<file path="src/rtl/point_batch_feeder.sv">
// Walks the point memory one query at a time, packing M-point candidate batches
// for validator_core and emitting one inlier/outlier record per query point.
module point_batch_feeder #(
  parameter int unsigned N        = 16,
  parameter int unsigned M        = 32,
  parameter int unsigned AW       = 15,
  parameter int unsigned CORE_LAT = 1   // must be >= 1
) (
  input  logic              clock,
  input  logic              reset,
  input  logic              start,
  input  logic [AW:0]       cloud_size,
  output logic              mem_rd_en,
  output logic [AW-1:0]     mem_addr,
  input  logic [N-1:0]      mem_x,
  input  logic [N-1:0]      mem_y,
  input  logic [N-1:0]      mem_z,
  output logic [N-1:0]      point_x,
  output logic [N-1:0]      point_y,
  output logic [N-1:0]      point_z,
  output logic              core_reset,
  output logic [N*M-1:0]    cp_x,
  output logic [N*M-1:0]    cp_y,
  output logic [N*M-1:0]    cp_z,
  output logic [M-1:0]      cp_mask,
  output logic              cp_valid,
  input  logic              inlier,
  input  logic              outlier,
  output logic              res_valid,
  output logic [AW-1:0]     res_index,
  output logic              res_inlier,
  output logic              busy,
  output logic              done
);

  localparam int unsigned LW  = $clog2(M + 1);
  localparam int unsigned CLW = (CORE_LAT > 1) ? $clog2(CORE_LAT) : 1;
  localparam int unsigned PW  = AW + 1;

  typedef enum logic [2:0] {
    IDLE, LDQ, CRST, FILL, PRES, WAIT, RES, FIN
  } state_t;

  state_t          state;
  logic [PW-1:0]   size_q;
  logic [PW-1:0]   q;
  logic [PW-1:0]   base;
  logic [PW-1:0]   end_q;
  logic [PW-1:0]   next_addr;
  logic [LW-1:0]   lane;
  logic [CLW-1:0]  wait_cnt;
  logic            rd_d1;

  logic            more_c;
  logic            wait_done_c;
  logic            start_fill_c;
  logic [PW-1:0]   fill_base_c;
  logic [PW-1:0]   fill_end_c;

  // Batch sequencing: all bounds are kept in AW+1 bits so a full 2^AW cloud never wraps.
  always_comb begin
    more_c       = (base + PW'(M)) < size_q;
    wait_done_c  = (wait_cnt == CLW'(CORE_LAT - 1));
    start_fill_c = (state == CRST) ||
                   ((state == WAIT) && wait_done_c && !inlier && !outlier && more_c);
    fill_base_c  = (state == CRST) ? '0 : base + PW'(M);
    fill_end_c   = ((fill_base_c + PW'(M)) < size_q) ? fill_base_c + PW'(M) : size_q;
  end

  always_ff @(posedge clock or negedge reset) begin
    if (!reset) begin
      state      <= IDLE;
      size_q     <= '0;
      q          <= '0;
      base       <= '0;
      end_q      <= '0;
      next_addr  <= '0;
      lane       <= '0;
      wait_cnt   <= '0;
      rd_d1      <= 1'b0;
      mem_rd_en  <= 1'b0;
      mem_addr   <= '0;
      point_x    <= '0;
      point_y    <= '0;
      point_z    <= '0;
      core_reset <= 1'b0;
      cp_x       <= '0;
      cp_y       <= '0;
      cp_z       <= '0;
      cp_mask    <= '0;
      cp_valid   <= 1'b0;
      res_valid  <= 1'b0;
      res_index  <= '0;
      res_inlier <= 1'b0;
      busy       <= 1'b0;
      done       <= 1'b0;
    end else begin
      core_reset <= 1'b0;
      cp_valid   <= 1'b0;
      res_valid  <= 1'b0;
      done       <= 1'b0;
      mem_rd_en  <= 1'b0;
      // Read data is valid the cycle after the strobe; rd_d1 marks that cycle.
      rd_d1      <= mem_rd_en;

      case (state)
        IDLE: begin
          if (start) begin
            size_q <= cloud_size;
            q      <= '0;
            busy   <= 1'b1;
            if (cloud_size == '0) begin
              state <= FIN;
            end else begin
              mem_rd_en <= 1'b1;
              mem_addr  <= '0;
              state     <= LDQ;
            end
          end
        end

        LDQ: begin
          if (rd_d1) begin
            point_x    <= mem_x;
            point_y    <= mem_y;
            point_z    <= mem_z;
            core_reset <= 1'b1;
            state      <= CRST;
          end
        end

        CRST: ;

        FILL: begin
          if (next_addr < end_q) begin
            mem_rd_en <= 1'b1;
            mem_addr  <= next_addr[AW-1:0];
            next_addr <= next_addr + PW'(1);
          end
          if (rd_d1) begin
            for (int k = 0; k < M; k++) begin
              if (lane == LW'(k)) begin
                cp_x[N*(M-k)-1 -: N] <= mem_x;
                cp_y[N*(M-k)-1 -: N] <= mem_y;
                cp_z[N*(M-k)-1 -: N] <= mem_z;
                cp_mask[M-1-k]       <= 1'b1;
              end
            end
            lane <= lane + LW'(1);
            // No read in flight this cycle: this capture completes the batch.
            if (!mem_rd_en) begin
              cp_valid <= 1'b1;
              state    <= PRES;
            end
          end
        end

        PRES: begin
          wait_cnt <= '0;
          state    <= WAIT;
        end

        WAIT: begin
          if (wait_done_c) begin
            if (!start_fill_c) begin
              res_valid  <= 1'b1;
              res_index  <= q[AW-1:0];
              res_inlier <= inlier;
              state      <= RES;
            end
          end else begin
            wait_cnt <= wait_cnt + CLW'(1);
          end
        end

        RES: begin
          if ((q + PW'(1)) == size_q) begin
            state <= FIN;
          end else begin
            q         <= q + PW'(1);
            mem_rd_en <= 1'b1;
            mem_addr  <= AW'(q + PW'(1));
            state     <= LDQ;
          end
        end

        FIN: begin
          done  <= 1'b1;
          busy  <= 1'b0;
          state <= IDLE;
        end

        default: state <= IDLE;
      endcase

      // Batch launch: clear lanes and issue the first read of the new window.
      if (start_fill_c) begin
        base      <= fill_base_c;
        end_q     <= fill_end_c;
        mem_rd_en <= 1'b1;
        mem_addr  <= fill_base_c[AW-1:0];
        next_addr <= fill_base_c + PW'(1);
        lane      <= '0;
        cp_x      <= '0;
        cp_y      <= '0;
        cp_z      <= '0;
        cp_mask   <= '0;
        state     <= FILL;
      end
    end
  end

endmodule

</file>
<file path="config.mk">
export PLATFORM = sky130hd
export DESIGN_NAME = point_batch_feeder
export DESIGN_NICKNAME = d
export VERILOG_FILES = /design/src/rtl/point_batch_feeder.sv
export SDC_FILE = /design/constraint.sdc
export NUM_CORES = 2
export LEC_CHECK = 0
export CAP_MARGIN = 0
export CORE_AREA = 2 2 662 664
export DETAILED_ROUTE_END_ITERATION = 10
export DIE_AREA = 0 0 664 666
export DONT_BUFFER_PORTS = 1
export GPL_TIMING_DRIVEN = 0
export PLACE_DENSITY = 0.35
export SLEW_MARGIN = 20
export SYNTH_ARGS = -nofsm -noshare
export SYNTH_HDL_FRONTEND = slang
export SYNTH_SLANG_ARGS = --single-unit
</file>
<file path="constraint.sdc">
create_clock -name clock -period 13.6 [get_ports clock]
set_input_delay 1.36 -clock clock [delete_from_list [all_inputs] [get_ports clock]]
set_output_delay 1.36 -clock clock [all_outputs]
set_load 0.005 [all_outputs]
</file>
# Yosys cells after proc, flatten, opt, wreduce, memory -nomap -nowiden
# Index checks and enable logic that the tools add are counted.
[op_classes]
magnitude_cmp = 3
n_mux = 185
bitwise_logic = 2
eq_ne = 49
addsub = 7
reduce_logical = 91
[ops]
columns = ["operator", "count"]
rows = [
  ["$mux W512", 9],
  ["$mux W16", 103],
  ["$reduce_and A3 Y1", 34],
  ["$eq A6 B5 Y1 const B", 16],
  ["$mux W32", 3],
  ["$reduce_bool A2 Y1", 38],
  ["$mux W15", 5],
  ["$add A16 B1 Y16 const B", 3],
  ["$eq A6 B4 Y1 const B", 8],
  ["$lt A16 B16 Y1", 3],
  ["$mux W1", 48],
  ["$pmux W15 S3", 1],
  ["$add A16 B6 Y16 const B", 2],
  ["$pmux W16 S2", 1],
  ["$eq A6 B3 Y1 const B", 4],
  ["$mux W3", 8],
  ["$ne A3 B3 Y1 const B", 8],
  ["$pmux W3 S7", 1],
  ["$mux W6", 3],
  ["$eq A16 B16 Y1", 1],
  ["$logic_not A16 Y1", 1],
  ["$eq A3 B3 Y1 const B", 4],
  ["$eq A6 B2 Y1 const B", 2],
  ["$reduce_and A2 Y1", 5],
  ["18 further kinds", 26],
]
[totals]
out_inout_bits = 1653
elab_cells = 486
reg_bits = 1744
inputBits = 69

# Logic depth before layout (Yosys ltp)
[logic_depth]
word_depth = 9
depth_mapped = 23

# Least setup slack after synthesis
# Ideal clock, no wire load.
[synth_timing]
path_type = "register -> register"
from = "reg base[9]"
to = "reg next_addr[10]"
arrival_ns = 4.711
setup_slack_ns = 8.752
stages_incl_launch_ff = 23
required_time_ns = 13.463
period_less_slack_ns = 4.848
n_path_buf = 4
setup_ns = 0.137
path_cell_list = "dfrtp_1 clkbuf_1 nand4_1 or3_1 xor2_1 inv_1 ha_1 nand3_1 o211ai_1 a21o_1 clkbuf_1 clkbuf_1 clkbuf_1 nand2_1 a21oi_1 ha_1 nand4_1 nand3b_1 nand3b_1 mux2_2 and3_1 nor3_1 a21oi_1"
[synth_via]
elab_chain_cells = 6
word_cells_on_any_way = 10
classes_between = "2 x add/sub; 1 x order compare; 2 x mux; 5 x reduce/logical"
[synth_rtl]
columns = ["element", "line", "source"]
rows = [
  ["start, declared", "47", "logic [PW-1:0] base;"],
  ["start signal, assigned", "198", "base <= fill_base_c;"],
  ["$add A16 B6 Y16 *", "62, 66", ""],
  ["$lt A16 B16 Y1", "62", "more_c = (base + PW'(M)) < size_q;"],
  ["$logic_and A1 B1 Y1", "65", "((state == WAIT) && wait_done_c && !inlier && !outlier && more_c);"],
  ["$logic_or A1 B1 Y1", "64", "start_fill_c = (state == CRST) ||"],
  ["$reduce_bool A2 Y1 (no line)", "-", ""],
  ["$reduce_and A2 Y1 (no line)", "-", ""],
  ["end signal, assigned", "138", "next_addr <= next_addr + PW'(1);"],
  ["end signal, assigned", "202", "next_addr <= fill_base_c + PW'(1);"],
  ["end, declared", "49", "logic [PW-1:0] next_addr;"],
]
# Every way passes the cells marked *; elsewhere a longest branch is shown, timed or not.
# A chain may end at the register's enable or synchronous reset.

# Final worst setup path
[layout_timing]
from = "reg base[5]"
to = "reg cp_x[0]"
[layout_via]
elab_chain_cells = 6
word_cells_on_any_way = 9
classes_between = "1 x add/sub; 1 x order compare; 1 x mux; 6 x reduce/logical"
[layout_rtl]
columns = ["element", "line", "source"]
rows = [
  ["$add A16 B6 Y16 *", "62", ""],
  ["$lt A16 B16 Y1 *", "62", ""],
  ["$logic_and A1 B1 Y1 *", "65", ""],
  ["$logic_or A1 B1 Y1 *", "64", ""],
  ["$reduce_bool A2 Y1 (no line)", "-", ""],
  ["$reduce_and A3 Y1 (no line)", "-", ""],
  ["end signal, assigned by index", "143", "cp_x[N*(M-k)-1 -: N] <= mem_x;"],
  ["end, declared", "22", "output logic [N*M-1:0] cp_x,"],
]
# Marks and branches as above.

==> flow_metrics.env <==
export IMPL_met2_length_mm=241.3
export IMPL_dieArea_mm2=0.4422
export IMPL_synthAdderAreaFrac_pct=0.9204
export IMPL_peakVddDrop_mv=0.1097
export IMPL_syn_inst=8073
export IMPL_async_reset_ff_share_pct=100.0
export IMPL_area_growth_pct=24.20
export IMPL_whs_ns=0.1793
export IMPL_max_slew_margin_pct=13.59
export IMPL_leakagePower_nw=37.20
export IMPL_muxShareOfSynthArea_pct=1.646
export IMPL_crit_fanout=10
export IMPL_cts_tree="built"
export IMPL_wl_met3_mm=49.45
export IMPL_synth_seq_cells=1743
export IMPL_core_area_mm2=0.4360
export IMPL_syn_cell_area_mm2=0.07205
export IMPL_multi_input_area_mm2=0.02540
export IMPL_crit_type="reg2reg"
export IMPL_drtAntennaViolNets=0
export IMPL_cap_violations=0
export IMPL_wl_per_cell_um=35.58
export IMPL_clockRootBuffer="clkbuf_16"
export IMPL_synth_cell_types=75
export IMPL_cts_sinks=1743
export IMPL_die_h_um=666
export IMPL_insertion_delay_ns=0.92
export IMPL_die_w_um=664
export IMPL_gp_congestion=0.9127
export IMPL_cp_data_required_time_ns=14.39
export IMPL_antenna_found_initial=101
export IMPL_dpl_hpwl_mm=409.5
export IMPL_hold_viol_final=0
export IMPL_drt_iter0_markers=6766
export IMPL_synth_edf_count=0
export IMPL_wl_met1_mm=197.5
export IMPL_synth_top_family_by_area="simple AND/OR/NAND/NOR gates"
export IMPL_regArea_mm2=0.04362
export IMPL_via_per_inst=4.473
export IMPL_ys_warnings_count=0
export IMPL_final_util_pct=20.52
export IMPL_period_minus_slack_ns=7.524
export IMPL_power_density_mw_per_mm2=174.2
export IMPL_grt_pass1_vias=60600
export IMPL_portBuffers=0
export IMPL_cts_buffers=219
export IMPL_synth_simple_area_share_pct=19.37
export IMPL_synth_seq_area_share_pct=60.54
export IMPL_placed_area_mm2=0.08179
export IMPL_highest_layer="met5"
export IMPL_ios=1722
export IMPL_clock_path_buffers=4
export IMPL_synthXorXnorAreaFrac_pct=0.7693
export IMPL_final_area_mm2=0.08948
export IMPL_synthFlopType="dfrtp_1"
export IMPL_timing_final_crit_share_pct=55.32
export IMPL_globalRouteOverflowTotal=0
export IMPL_vias=64350
export IMPL_drc=0
export IMPL_wl_mm=511.8
export IMPL_first_pass_iters=7
export IMPL_cts_setup_buffers=0
export IMPL_grt_start_max_net_pins=228
export IMPL_drive_above_1_share_pct=8.760
export IMPL_status="completed"
export IMPL_start_util_pct=16.53
export IMPL_syn_num_nets=8195
export IMPL_n_fill_cell=48260
export IMPL_clock_skew_ns=0.06436
export IMPL_rsz0062_at_grt="false"
export IMPL_worst_pin_slew_ns=1.296
export IMPL_worstSetupEndpointType="flop"
export IMPL_cts_resized=0
export IMPL_htree_levels=4
export IMPL_clk_pin_slew_worst_paths_ns=0.06
export IMPL_cp_start_kind="flop"
export IMPL_syn_avg_cell_area_um2=8.925
export IMPL_layout_nets=8516
export IMPL_gr_usage_all_layers_pct=22.22
export IMPL_critPathArrivalTime_ns=8.31
export IMPL_hold_class="in2async"
export IMPL_drv_slew=0
export IMPL_rows=243
export IMPL_hold_buffers=0
export IMPL_tns_ns=0
export IMPL_max_freq_mhz=132.9
export IMPL_setup_viol=0
export IMPL_synth_compound_area_share_pct=12.48
export IMPL_grt_pass1_wl_mm=651.9
sequential cells by signal, summed over array words and instances (netlist names), 16 cells and up:
name and cells:
cp_z 512, cp_x 512, cp_mask 32, size_q 16, point_x 16, cp_y 512, point_y 16, end_q 16
q 16, next_addr 16, point_z 16, base 16
critical path, stage by stage (launching register included):
cell,delay [ns]
dfrtp_1,0.47
ha_1,0.29
nand3_1,0.09
nor2_1,0.20
nand3_1,0.12
xnor2_1,0.67
ha_1,0.40
a211o_1,0.32
nor3_1,0.14
o211ai_1,0.25
a22oi_2,0.64
buf_6,0.29
buf_6,0.18
o211ai_1,0.38
nor2_1,0.93
clkbuf_1,0.87
buf_1,0.78
nand2_1,0.15
a21oi_1,0.17
through the flow:
| step | cells | power, mW | setup slack (ns) |
|---|---|---|---|
| 2_1_floorplan | 8073 | 7.396 | 8.752 |
| 3_3_place_gp | 13830 | 9.211 | 3.296 |
| 3_5_place_dp | 13930 | 9.507 | 5.954 |
| 4_1_cts | 14330 | 15.77 | 5.860 |
| 5_1_grt | 14340 | 16.16 | 5.668 |
| 6_report | 14390 | 15.59 | 6.076 |
placed cells by master, fill, tap and decap left out, types with 8 or more instances in the layout:
cell type	Yosys	layout
nand2_1	3206	3206
dfrtp_1	1743	1743
a21oi_1	1577	1577
clkbuf_1	687	575
clkbuf_16	0	219
nor2_1	177	173
clkbuf_2	3	149
mux2_2	76	76
clkbuf_8	0	63
diode_2	0	56
o21ai_0	56	56
ha_1	53	53
inv_1	52	52
buf_16	0	50
buf_12	1	44
nand3_1	39	39
buf_1	34	32
clkinv_2	0	30
xor2_1	28	28
xnor2_1	25	25
mux2i_1	24	24
nand4_1	23	23
buf_2	20	23
and2_1	19	19
nor3_1	19	17
nor4_1	16	16
bufinv_16	0	14
or3_1	12	12
and3_1	11	11
a21o_1	11	11
clkbuf_4	0	11
a22o_1	11	11
clkinvlp_4	0	10
o211ai_1	9	9
nor2b_1	8	8
nand3b_1	8	8
nand2b_1	8	8
o22ai_1	8	8
synthesized netlist by cell type, drive strengths merged (5+ instances only):
cell type     n  share of area, %
nand2      3206                17
dfrtp      1743                61
a21oi      1578                11
clkbuf      690               3.6
nor2        178              0.95
mux2         82               1.3
buf          61              0.41
o21ai        56              0.39
ha           53              0.92
inv          52              0.27
nand3        39              0.27
xor2         28              0.34
xnor2        25              0.30
mux2i        24              0.33
nand4        24              0.23
and2         20              0.17
nor3         19              0.13
nor4         18              0.19
or3          12              0.10
a21o         11              0.11
a22o         11              0.13
and3         11             0.096
o211ai        9             0.094
nand2b        8             0.069
nand3b        8             0.083
nor2b         8             0.069
o22ai         8             0.069
or2           7             0.061
nor3b         6             0.063
a211o         5             0.061
and4          5             0.061
power breakdown:
group	leakage (nW)	switching [mW]	internal (mW)	total (mW)
combinational	9.40	2.61	0.752	3.36
sequential	24.1	0.487	5.55	6.03
clock	3.67	2.61	3.59	6.20
cell families after synthesis:
group	after synthesis
flip-flops	1743
adder cells (fa/ha/maj)	53
AO/OA/AOI/OAI	1732
XOR/XNOR	57
multiplexers	106
AND/OR/NAND/NOR	3579
buffers and inverters	803
worst paths after layout:
path / from / end / slack, ns / depth (start not counted)
max: base[5] / cp_x[0] / 6.08 / 18
min: reset / cp_x[1] / 0.18 / 0
max reg2reg: base[5] / cp_x[0] / 6.08 / 18
min reg2reg: end_q[5] / end_q[5] / 0.48 / 2
max in group asynchronous: reset / cp_z[70] / 8.94 / 6
min in group clock: end_q[5] / end_q[5] / 0.48 / 2
cell type report:
| class | instances | share of cell area [%] |
|---|---|---|
| timing repair buffer | 100 | 2.577 |
| tap | 5757 | 8.050 |
| sequential | 1743 | 48.74 |
| inverter | 52 | 0.2181 |
| clock buffer | 327 | 7.282 |
| multi-input combinational | 5527 | 28.38 |
| clock inverter | 73 | 1.107 |
| antenna | 56 | 0.1566 |
| buffer | 751 | 3.483 |
metal layers:
layer | global-route usage, % | vias up
met3 | 7.027 | 764
met5 | 0 | -
li1 | - | 26840
met2 | 36.70 | 3566
met4 | 8.891 | 2
met1 | 26.76 | 33180
Note: power is estimated with default switching activity, not from simulation.
